### config.mk
export PLATFORM = sky130hd
export DESIGN_NAME = buffer_drain_reader
export DESIGN_NICKNAME = d
export VERILOG_FILES = /design/src/rtl/buffer_pkg.sv /design/src/rtl/reader_skid_fifo.sv /design/src/rtl/buffer_drain_reader.sv
export SDC_FILE = /design/constraint.sdc
export NUM_CORES = 1
export LEC_CHECK = 0
export BUFFER_PORTS_ARGS = -buffer_cell sky130_fd_sc_hd__buf_2
export CAP_MARGIN = 10
export CORE_UTILIZATION = 58
export DETAILED_ROUTE_END_ITERATION = 10
export PLACE_DENSITY = 0.83
export SLEW_MARGIN = 20
export SYNTH_ARGS = -nofsm -noshare
export SYNTH_HDL_FRONTEND = slang
export SYNTH_SLANG_ARGS = --single-unit
### constraint.sdc
create_clock -name clk -period 3.9 [get_ports clk]
set_input_delay 0.195 -clock clk [delete_from_list [all_inputs] [get_ports clk]]
set_output_delay 0.195 -clock clk [all_outputs]
set_load 0.01 [all_outputs]
### src/rtl/buffer_pkg.sv
// Shared control types for the capture buffer's write and read sides.
package buffer_pkg;

  typedef enum logic [1:0] {
    IDLE   = 2'b00,
    ACTIVE = 2'b01,
    DONE   = 2'b10
  } state_t;

  // Address width for a buffer of the given depth; a 1-entry buffer still needs one bit.
  function automatic int addr_width(input int depth);
    return (depth > 1) ? $clog2(depth) : 1;
  endfunction

endpackage

### src/rtl/reader_skid_fifo.sv
// Two-entry output queue for the drain reader: data word plus last flag.
module reader_skid_fifo #(
  parameter int W = 9
) (
  input  logic         clk,
  input  logic         rst_n,
  input  logic         push,
  input  logic         pop,
  input  logic [W-1:0] wdata,
  output logic         full,
  output logic         empty,
  output logic [1:0]   count,
  output logic [W-1:0] head
);

  logic [W-1:0] slot [2];
  logic         wr_ptr;
  logic         rd_ptr;
  logic         do_push;
  logic         do_pop;

  assign full    = (count == 2'd2);
  assign empty   = (count == 2'd0);
  assign head    = slot[rd_ptr];
  assign do_pop  = pop && !empty;
  // When full, a push is only legal alongside a pop: the write lands in the slot being vacated.
  assign do_push = push && (!full || do_pop);

  // NOTE: the two slots are reset so the head (and thus out_data) reads zero after reset;
  // at two entries this costs nothing, unlike resetting a real RAM.
  always_ff @(posedge clk or negedge rst_n) begin
    if (!rst_n) begin
      slot[0] <= '0;
      slot[1] <= '0;
      wr_ptr  <= 1'b0;
      rd_ptr  <= 1'b0;
      count   <= 2'd0;
    end else begin
      // NOTE: non-blocking assignments so every register updates from pre-edge values.
      if (do_push) begin
        slot[wr_ptr] <= wdata;
        wr_ptr       <= ~wr_ptr;
      end
      if (do_pop) rd_ptr <= ~rd_ptr;
      count <= count + 2'(do_push) - 2'(do_pop);
    end
  end

endmodule

### src/rtl/buffer_drain_reader.sv
// Drains every entry of the capture buffer in address order onto a valid/ready stream.
module buffer_drain_reader
  import buffer_pkg::*;
#(
  parameter  int WIDTH  = 8,
  parameter  int DEPTH  = 4,
  localparam int ADDR_W = addr_width(DEPTH)
) (
  input  logic              clk,
  input  logic              rst_n,
  input  logic              start,
  output logic              busy,
  output logic              rd_en,
  output logic [ADDR_W-1:0] rd_addr,
  input  logic [WIDTH-1:0]  rd_data,
  output logic              out_valid,
  input  logic              out_ready,
  output logic [WIDTH-1:0]  out_data,
  output logic              out_last,
  output logic              done
);

  localparam logic [ADDR_W-1:0] LAST_ADDR = ADDR_W'(DEPTH - 1);

  state_t         state;
  logic           inflight;
  logic           inflight_last;
  logic           reads_left;
  logic           xfer;
  logic           q_full;
  logic           q_empty;
  logic [1:0]     q_count;
  logic [WIDTH:0] q_head;
  logic [2:0]     pending;

  reader_skid_fifo #(.W(WIDTH + 1)) u_queue (
    .clk   (clk),
    .rst_n (rst_n),
    .push  (inflight),
    .pop   (xfer),
    .wdata ({inflight_last, rd_data}),
    .full  (q_full),
    .empty (q_empty),
    .count (q_count),
    .head  (q_head)
  );

  assign out_valid = !q_empty;
  assign out_data  = q_head[WIDTH-1:0];
  assign out_last  = q_head[WIDTH];
  assign xfer      = out_valid && out_ready;

  // Credit check: a new read is allowed only if queue + in-flight, after this
  // cycle's transfer, leaves room for the word it will return.
  assign pending = {1'b0, q_count} + {2'b00, inflight};
  assign rd_en   = (state == ACTIVE) && reads_left &&
                   (xfer ? !(q_full && inflight) : (pending < 3'd2));

  always_ff @(posedge clk or negedge rst_n) begin
    if (!rst_n) begin
      state         <= IDLE;
      busy          <= 1'b0;
      done          <= 1'b0;
      rd_addr       <= '0;
      inflight      <= 1'b0;
      inflight_last <= 1'b0;
      reads_left    <= 1'b0;
    end else begin
      inflight <= rd_en;
      if (rd_en) begin
        inflight_last <= (rd_addr == LAST_ADDR);
        if (rd_addr == LAST_ADDR) reads_left <= 1'b0;
        else                      rd_addr    <= rd_addr + 1'b1;
      end

      case (state)
        IDLE: begin
          if (start) begin
            state      <= ACTIVE;
            busy       <= 1'b1;
            reads_left <= 1'b1;
            rd_addr    <= '0;
          end
        end
        ACTIVE: begin
          if (xfer && out_last) begin
            state <= DONE;
            done  <= 1'b1;
          end
        end
        DONE: begin
          state   <= IDLE;
          busy    <= 1'b0;
          done    <= 1'b0;
          rd_addr <= '0;
        end
        default: begin
          state      <= IDLE;
          busy       <= 1'b0;
          done       <= 1'b0;
          rd_addr    <= '0;
          reads_left <= 1'b0;
        end
      endcase
    end
  end

endmodule

**Word level (Yosys, flattened, before mapping)**

Cells that the tools add are included.

- Reduce and logical (&&, ||, !) cells: 18
- Mux-type cells: 22
- Eq/ne operators: 6
- Magnitude comparators: 4
- Add/sub/neg operators: 4
- Bitwise logic cells: 6

Operators with widths:

| cell | count |
|---|---|
| 9-bit 2-to-1 mux | 4 |
| 18-bit bitwise mux | 1 |
| 2-bit 2-to-1 mux | 5 |
| 9-bit demux with 1-bit select | 1 |
| 1-bit logical AND | 8 |
| 2-bit one-hot mux with 2 select lines | 2 |
| 2-bit == test (second input constant) | 3 |
| 1-bit 2-to-1 mux | 6 |
| 1-bit one-hot mux with 2 select lines | 3 |
| 2-bit AND reduction | 3 |
| 2-bit >= comparator (second input constant) | 2 |
| 2-bit logical NOT | 2 |
| 1-bit inverter | 4 |
| 1-bit inverter with 2-bit output | 2 |
| 2-bit by 1-bit adder with 3-bit output | 1 |
| 1-bit logical NOT | 3 |
| 3-bit by 2-bit less-than comparator with 1-bit output (second input constant) | 1 |
| 2-bit by 1-bit adder with 2-bit output | 1 |
| 2-bit by 1-bit adder with 2-bit output (second input constant) | 1 |
| 2-bit by 1-bit == test with 1-bit output (second input constant) | 1 |
| 2-bit by 1-bit less-than comparator with 1-bit output (second input constant) | 1 |
| 2-bit by 1-bit inequality test with 1-bit output (second input constant) | 1 |
| 2-bit inequality test (second input constant) | 1 |
| 2-bit OR reduction | 1 |
| 2 further kinds | 2 |

- Input port bits: 12
- Word-level logic and storage cells: 72
- Flip-flop bits (word level): 31
- Output and inout bits: 15

**Longest topological paths before layout**

- Depth after elaboration: 8
- Gate-level depth with buffers: 6
- Gate-level depth less buffers: 6

**Cells and area by module**

Synthesis repeated with hierarchy kept, for this count alone.

- Cells, all modules: 113
- Area, all modules: 1507.7 um^2

Modules (own cells, without submodules):

| module | sequential area each (um^2) | cells an instance | area each (um^2) | instances |
|---|---|---|---|---|
| reader_skid_fifo | 550.5 | 69 | 1004.7 | 1 |
| buffer_drain_reader | 225.2 | 44 | 503.0 | 1 |

**Least setup slack after synthesis**

No wires, ideal clock.

- Path type: reg2reg
- Start: register u_queue.rd_ptr
- End: register state[1]
- Setup time: 0.125 ns
- Data arrival time: 1.386 ns
- Clock period less this slack: 1.511 ns
- Path slack: 2.389 ns
- Cell stages (with the launch flop): 6
- Path through: dfrtp_1 > buf_6 > mux2_4 > a21o_1 > nand2_1 > mux2_2

- Word-level cells in the longest chain between the ends: 7

Ends and longest elaborated chain:

| what | line | text |
|---|---|---|
| from (decl) | reader_skid_fifo.sv:18 | `logic rd_ptr;` |
| from (signal assigned) | reader_skid_fifo.sv:44 | `if (do_pop) rd_ptr <= ~rd_ptr;` |
| 1-bit inverter with 2-bit output (not written as such) | reader_skid_fifo.sv:24 | `assign head = slot[rd_ptr];` |
| 9-bit 2-to-1 mux (not written as such) (3 in series) | reader_skid_fifo.sv:24 |  |
| named net out_last | buffer_drain_reader.sv:19 | `output logic out_last,` |
| 1-bit logical AND | buffer_drain_reader.sv:86 | `if (xfer && out_last) begin` |
| 2-bit by 1-bit inequality test with 1-bit output (no source line) | - |  |
| 2-bit AND reduction (no source line) | - |  |
| to (signal assigned) | buffer_drain_reader.sv:87 | `state <= DONE;` |
| to (signal assigned) | buffer_drain_reader.sv:92 | `state <= IDLE;` |
| to (signal assigned) | buffer_drain_reader.sv:98 | `state <= IDLE;` |
| to (decl) | buffer_drain_reader.sv:25 | `state_t state;` |

The timed path passes the listed nets, and every way through them passes these cells. The select of a mux whose other input is x is not followed.
A chain may end at the register's enable or synchronous reset.

**Worst setup path in the final report**

- Start: register state[1]
- End: output port rd_en

- Word-level cells in the longest chain between the ends: 3

Ends and longest elaborated chain:

| what | line | text |
|---|---|---|
| from (signal assigned) | buffer_drain_reader.sv:61 | `state <= IDLE;` |
| from (signal assigned) | buffer_drain_reader.sv:79 | `state <= ACTIVE;` |
| from (signal assigned) | buffer_drain_reader.sv:87 |  |
| 2-bit by 1-bit == test with 1-bit output | buffer_drain_reader.sv:56 | `assign rd_en = (state == ACTIVE) && reads_left &&` |
| 1-bit logical AND (2 in series) | buffer_drain_reader.sv:56 |  |
| to (decl) | buffer_drain_reader.sv:13 | `output logic rd_en,` |

No other way between the ends.

==> results.sh <==
export IMPL_finalPower_w=0.00134
export IMPL_syn_area_per_cell_um2=13.1
export IMPL_boundaryPins=27
export IMPL_grt_ovfl_total=0
export IMPL_rows=17
export IMPL_vdd_ir_drop_max_uv=605
export IMPL_root_buffer="clkbuf_4"
export IMPL_cp_start_kind="flop"
export IMPL_path_clk_slew_ns=0.10
export IMPL_syn_instance_count=111
export IMPL_holdCritPathClass="primary input to flop"
export IMPL_yosysTopAreaCell="dfrtp_1"
export IMPL_drc=0
export IMPL_finalClockSkew_ns=0.0117
export IMPL_insertion_delay_ns=0.32
export IMPL_cts_buffers=5
export IMPL_yosys_warnings=0
export IMPL_nets=162
export IMPL_vias_per_cell=5.49
export IMPL_dr_pass1_iters=4
export IMPL_ys_top_cells_by_area="dfrtp_1 (53%), mux2_2 (21%), ha_1 (5.2%)"
export IMPL_grtUsageTotal_pct=22.9
export IMPL_r2r_slack_ns=2.19
export IMPL_coreArea_um2=2280
export IMPL_drtIter0Drc=12
export IMPL_grt_max_degree=32
export IMPL_endpoint="rd_en"
export IMPL_drv_cap=0
export IMPL_routed_via_count=949
export IMPL_synth_seq_cells=31
export IMPL_chipHeight_um=52.0
export IMPL_drive_above_1_share_pct=46.2
export IMPL_wl_mm=2.59
export IMPL_netlist_area_um2=1450
export IMPL_ctsLongestPathBuffers=2
export IMPL_layout_cells_non_filler=173
export IMPL_clkSinkCount=31
export IMPL_synth_top_area_share_pct=53.4
export IMPL_hold_viol=0
export IMPL_final_common_cell="dfrtp_1"
export IMPL_ant_nets=0
export IMPL_worstSetupStartpoint="state[1]"
export IMPL_worstSetupPathType="flop to output pin"
export IMPL_synth_distinct_cells=26
export IMPL_htreeDepth=2
export IMPL_gp_congestion=0.796
export IMPL_syn_num_nets=129
export IMPL_powerDensity_nw_per_um2=789
export IMPL_rsz0062_at_grt="no"
export IMPL_worst_path_max_delay_cell="dfrtp_1"
export IMPL_final_cell_mix="dfrtp_1 (31), mux2_2 (27), buf_2 (26), inv_1 (7)"
export IMPL_dieArea_um2=2710
export IMPL_routedWlPerCell_um=14.9
export IMPL_initial_utilization_pct=63.8
export IMPL_drv_slew=0
export IMPL_worstPathMaxFanout=5
export IMPL_grt_pass1_vias=957
export IMPL_slowest_delay_ns=0.41
export IMPL_worst_slew_pin_slew_ns=0.674
export IMPL_r2r_start="u_queue.rd_ptr"
export IMPL_r2r_end="state[1]"
export IMPL_place_hpwl_mm=1.92
export IMPL_antenna_cells=0
export IMPL_post_route_period_util_pct=48.8
export IMPL_critPathTopFamily="simple AND/OR/NAND/NOR gates"
export IMPL_status="finished, final reports clean"
export IMPL_timing_slew_headroom_pct=55.1
export IMPL_port_buffers=26
export IMPL_timing_hold_ws_ns=0.109
export IMPL_worst_path_buf_inv=2
export IMPL_syn_to_final_growth_pct=17.2
export IMPL_required_ns=3.70
export IMPL_layout_min_cycle_time_ns=1.90
export IMPL_crit_path_end_kind="output pin"
export IMPL_setup_tns_ns=0
export IMPL_dpl_cell_count=164
export IMPL_die_w_um=52.0
export IMPL_grt_pass1_wl_mm=4.30
export IMPL_critPathArrivalTime_ns=1.71
export IMPL_path_depth=5
export IMPL_p_leak_nw=0.845
export IMPL_setup_viol=0
export IMPL_cts_tree="done"
export IMPL_antenna_found_initial=0
export IMPL_path_cells="inv_1 -> ha_1 -> nand3_1 -> nor2_1 -> buf_2"
export IMPL_fmax_ghz=0.525
export IMPL_seq_area_frac_synth_pct=53.4
export IMPL_rr_worst_depth=4
-- worst min path at each step --
| stage | start | to | slack, ns | cells past startpoint |
|---|---|---|---|---|
| 2_1_floorplan | rst_n | busy | -0.10 | 0 |
| 3_3_place_gp | rst_n | inflight | 0.27 | 1 |
| 3_5_place_dp | rst_n | u_queue.count[1] | 0.27 | 1 |
| 4_1_cts | rd_data[3] | u_queue.slot[3] | 0.1 | 2 |
| 5_1_grt | rd_data[2] | u_queue.slot[2] | 0.09 | 2 |
| 6_report | rd_data[3] | u_queue.slot[3] | 0.11 | 2 |
-- cells in the mapped netlist --
cell type and n:
xor2_1 1, a221oi_1 2, nand3_1 1, a31oi_1 1, nor2_2 1, nand2b_1 2, nand2_1 4, nor2_1 5
mux2_2 27, o31ai_1 1, o21ba_2 1, o21ai_0 2, inv_1 7, buf_6 1, ha_1 6, nand3b_1 1
dfrtp_1 31, inv_2 1, mux2_4 1, o21a_1 2, nor3_1 1, o31ai_4 1, a21oi_1 6, nand2_4 1
a21o_1 1, xnor2_1 3
-- flip-flops by register name, indices dropped and copies added, names as in the netlist --
name,count
busy,1
done,1
inflight,1
inflight_last,1
rd_addr,2
reads_left,1
state,2
u_queue.count,2
u_queue.rd_ptr,1
u_queue.slot,18
u_queue.wr_ptr,1
-- routing by layer --
layer | up-vias | routed length, µm | part of all wire [%] | global-route usage [%]
met5 | - | 0 | 0 | 0
met4 | 0 | 26 | 1.0 | 8.11
met3 | 2 | 147 | 5.7 | 9.06
met2 | 27 | 1280 | 49 | 36.3
met1 | 467 | 1130 | 44 | 28.3
li1 | 453 | - | - | -
-- cell families (layout without fill, tap and decap cells) --
| logic type | after synthesis | in the layout | synth area share [%] |
|---|---|---|---|
| compound gates | 17 | 17 | 8.61 |
| xor+xnor | 4 | 4 | 2.41 |
| fa+ha+maj | 6 | 6 | 5.17 |
| buf+inv | 9 | 43 | 2.84 |
| flops | 31 | 31 | 53.4 |
| mux | 28 | 28 | 22.0 |
| simple gates | 16 | 16 | 5.60 |
-- what timing repair did --
item	CTS	global route
setup buffers	0	0
gates resized for setup	0	0
hold endpoints to repair	31	0
hold buffers	1	0
-- area by class of cell --
cell class / instances / area, µm²
clock buffer: 6 / 51.3
clock inverter: 2 / 35.0
fill: 155 / 573
inverter: 8 / 30.0
multi-input combinational: 71 / 636
sequential: 31 / 776
tap: 28 / 35.0
timing repair buffer: 27 / 140
-- where the power goes --
part / internal (W) / switching (W) / leakage, nW / total (W)
registers: 0.000453 / 0.000110 / 0.389 / 0.000563
logic: 0.000283 / 0.000242 / 0.408 / 0.000524
clock network: 0.000151 / 0.000105 / 0.0482 / 0.000256
total: 0.000887 / 0.000456 / 0.845 / 0.00134
-- metrics by stage --
stage               area, µm²  util (%)  setup slack [ns]
floorplan                1450         -              2.39
finish                   1700      74.8              2.00
detailed placement       1610      70.6              2.22
global placement         1610      70.6              2.25
global route             1700      74.8              1.85
CTS                      1700      74.8              1.99
Note: power is estimated with default switching activity, not from simulation.
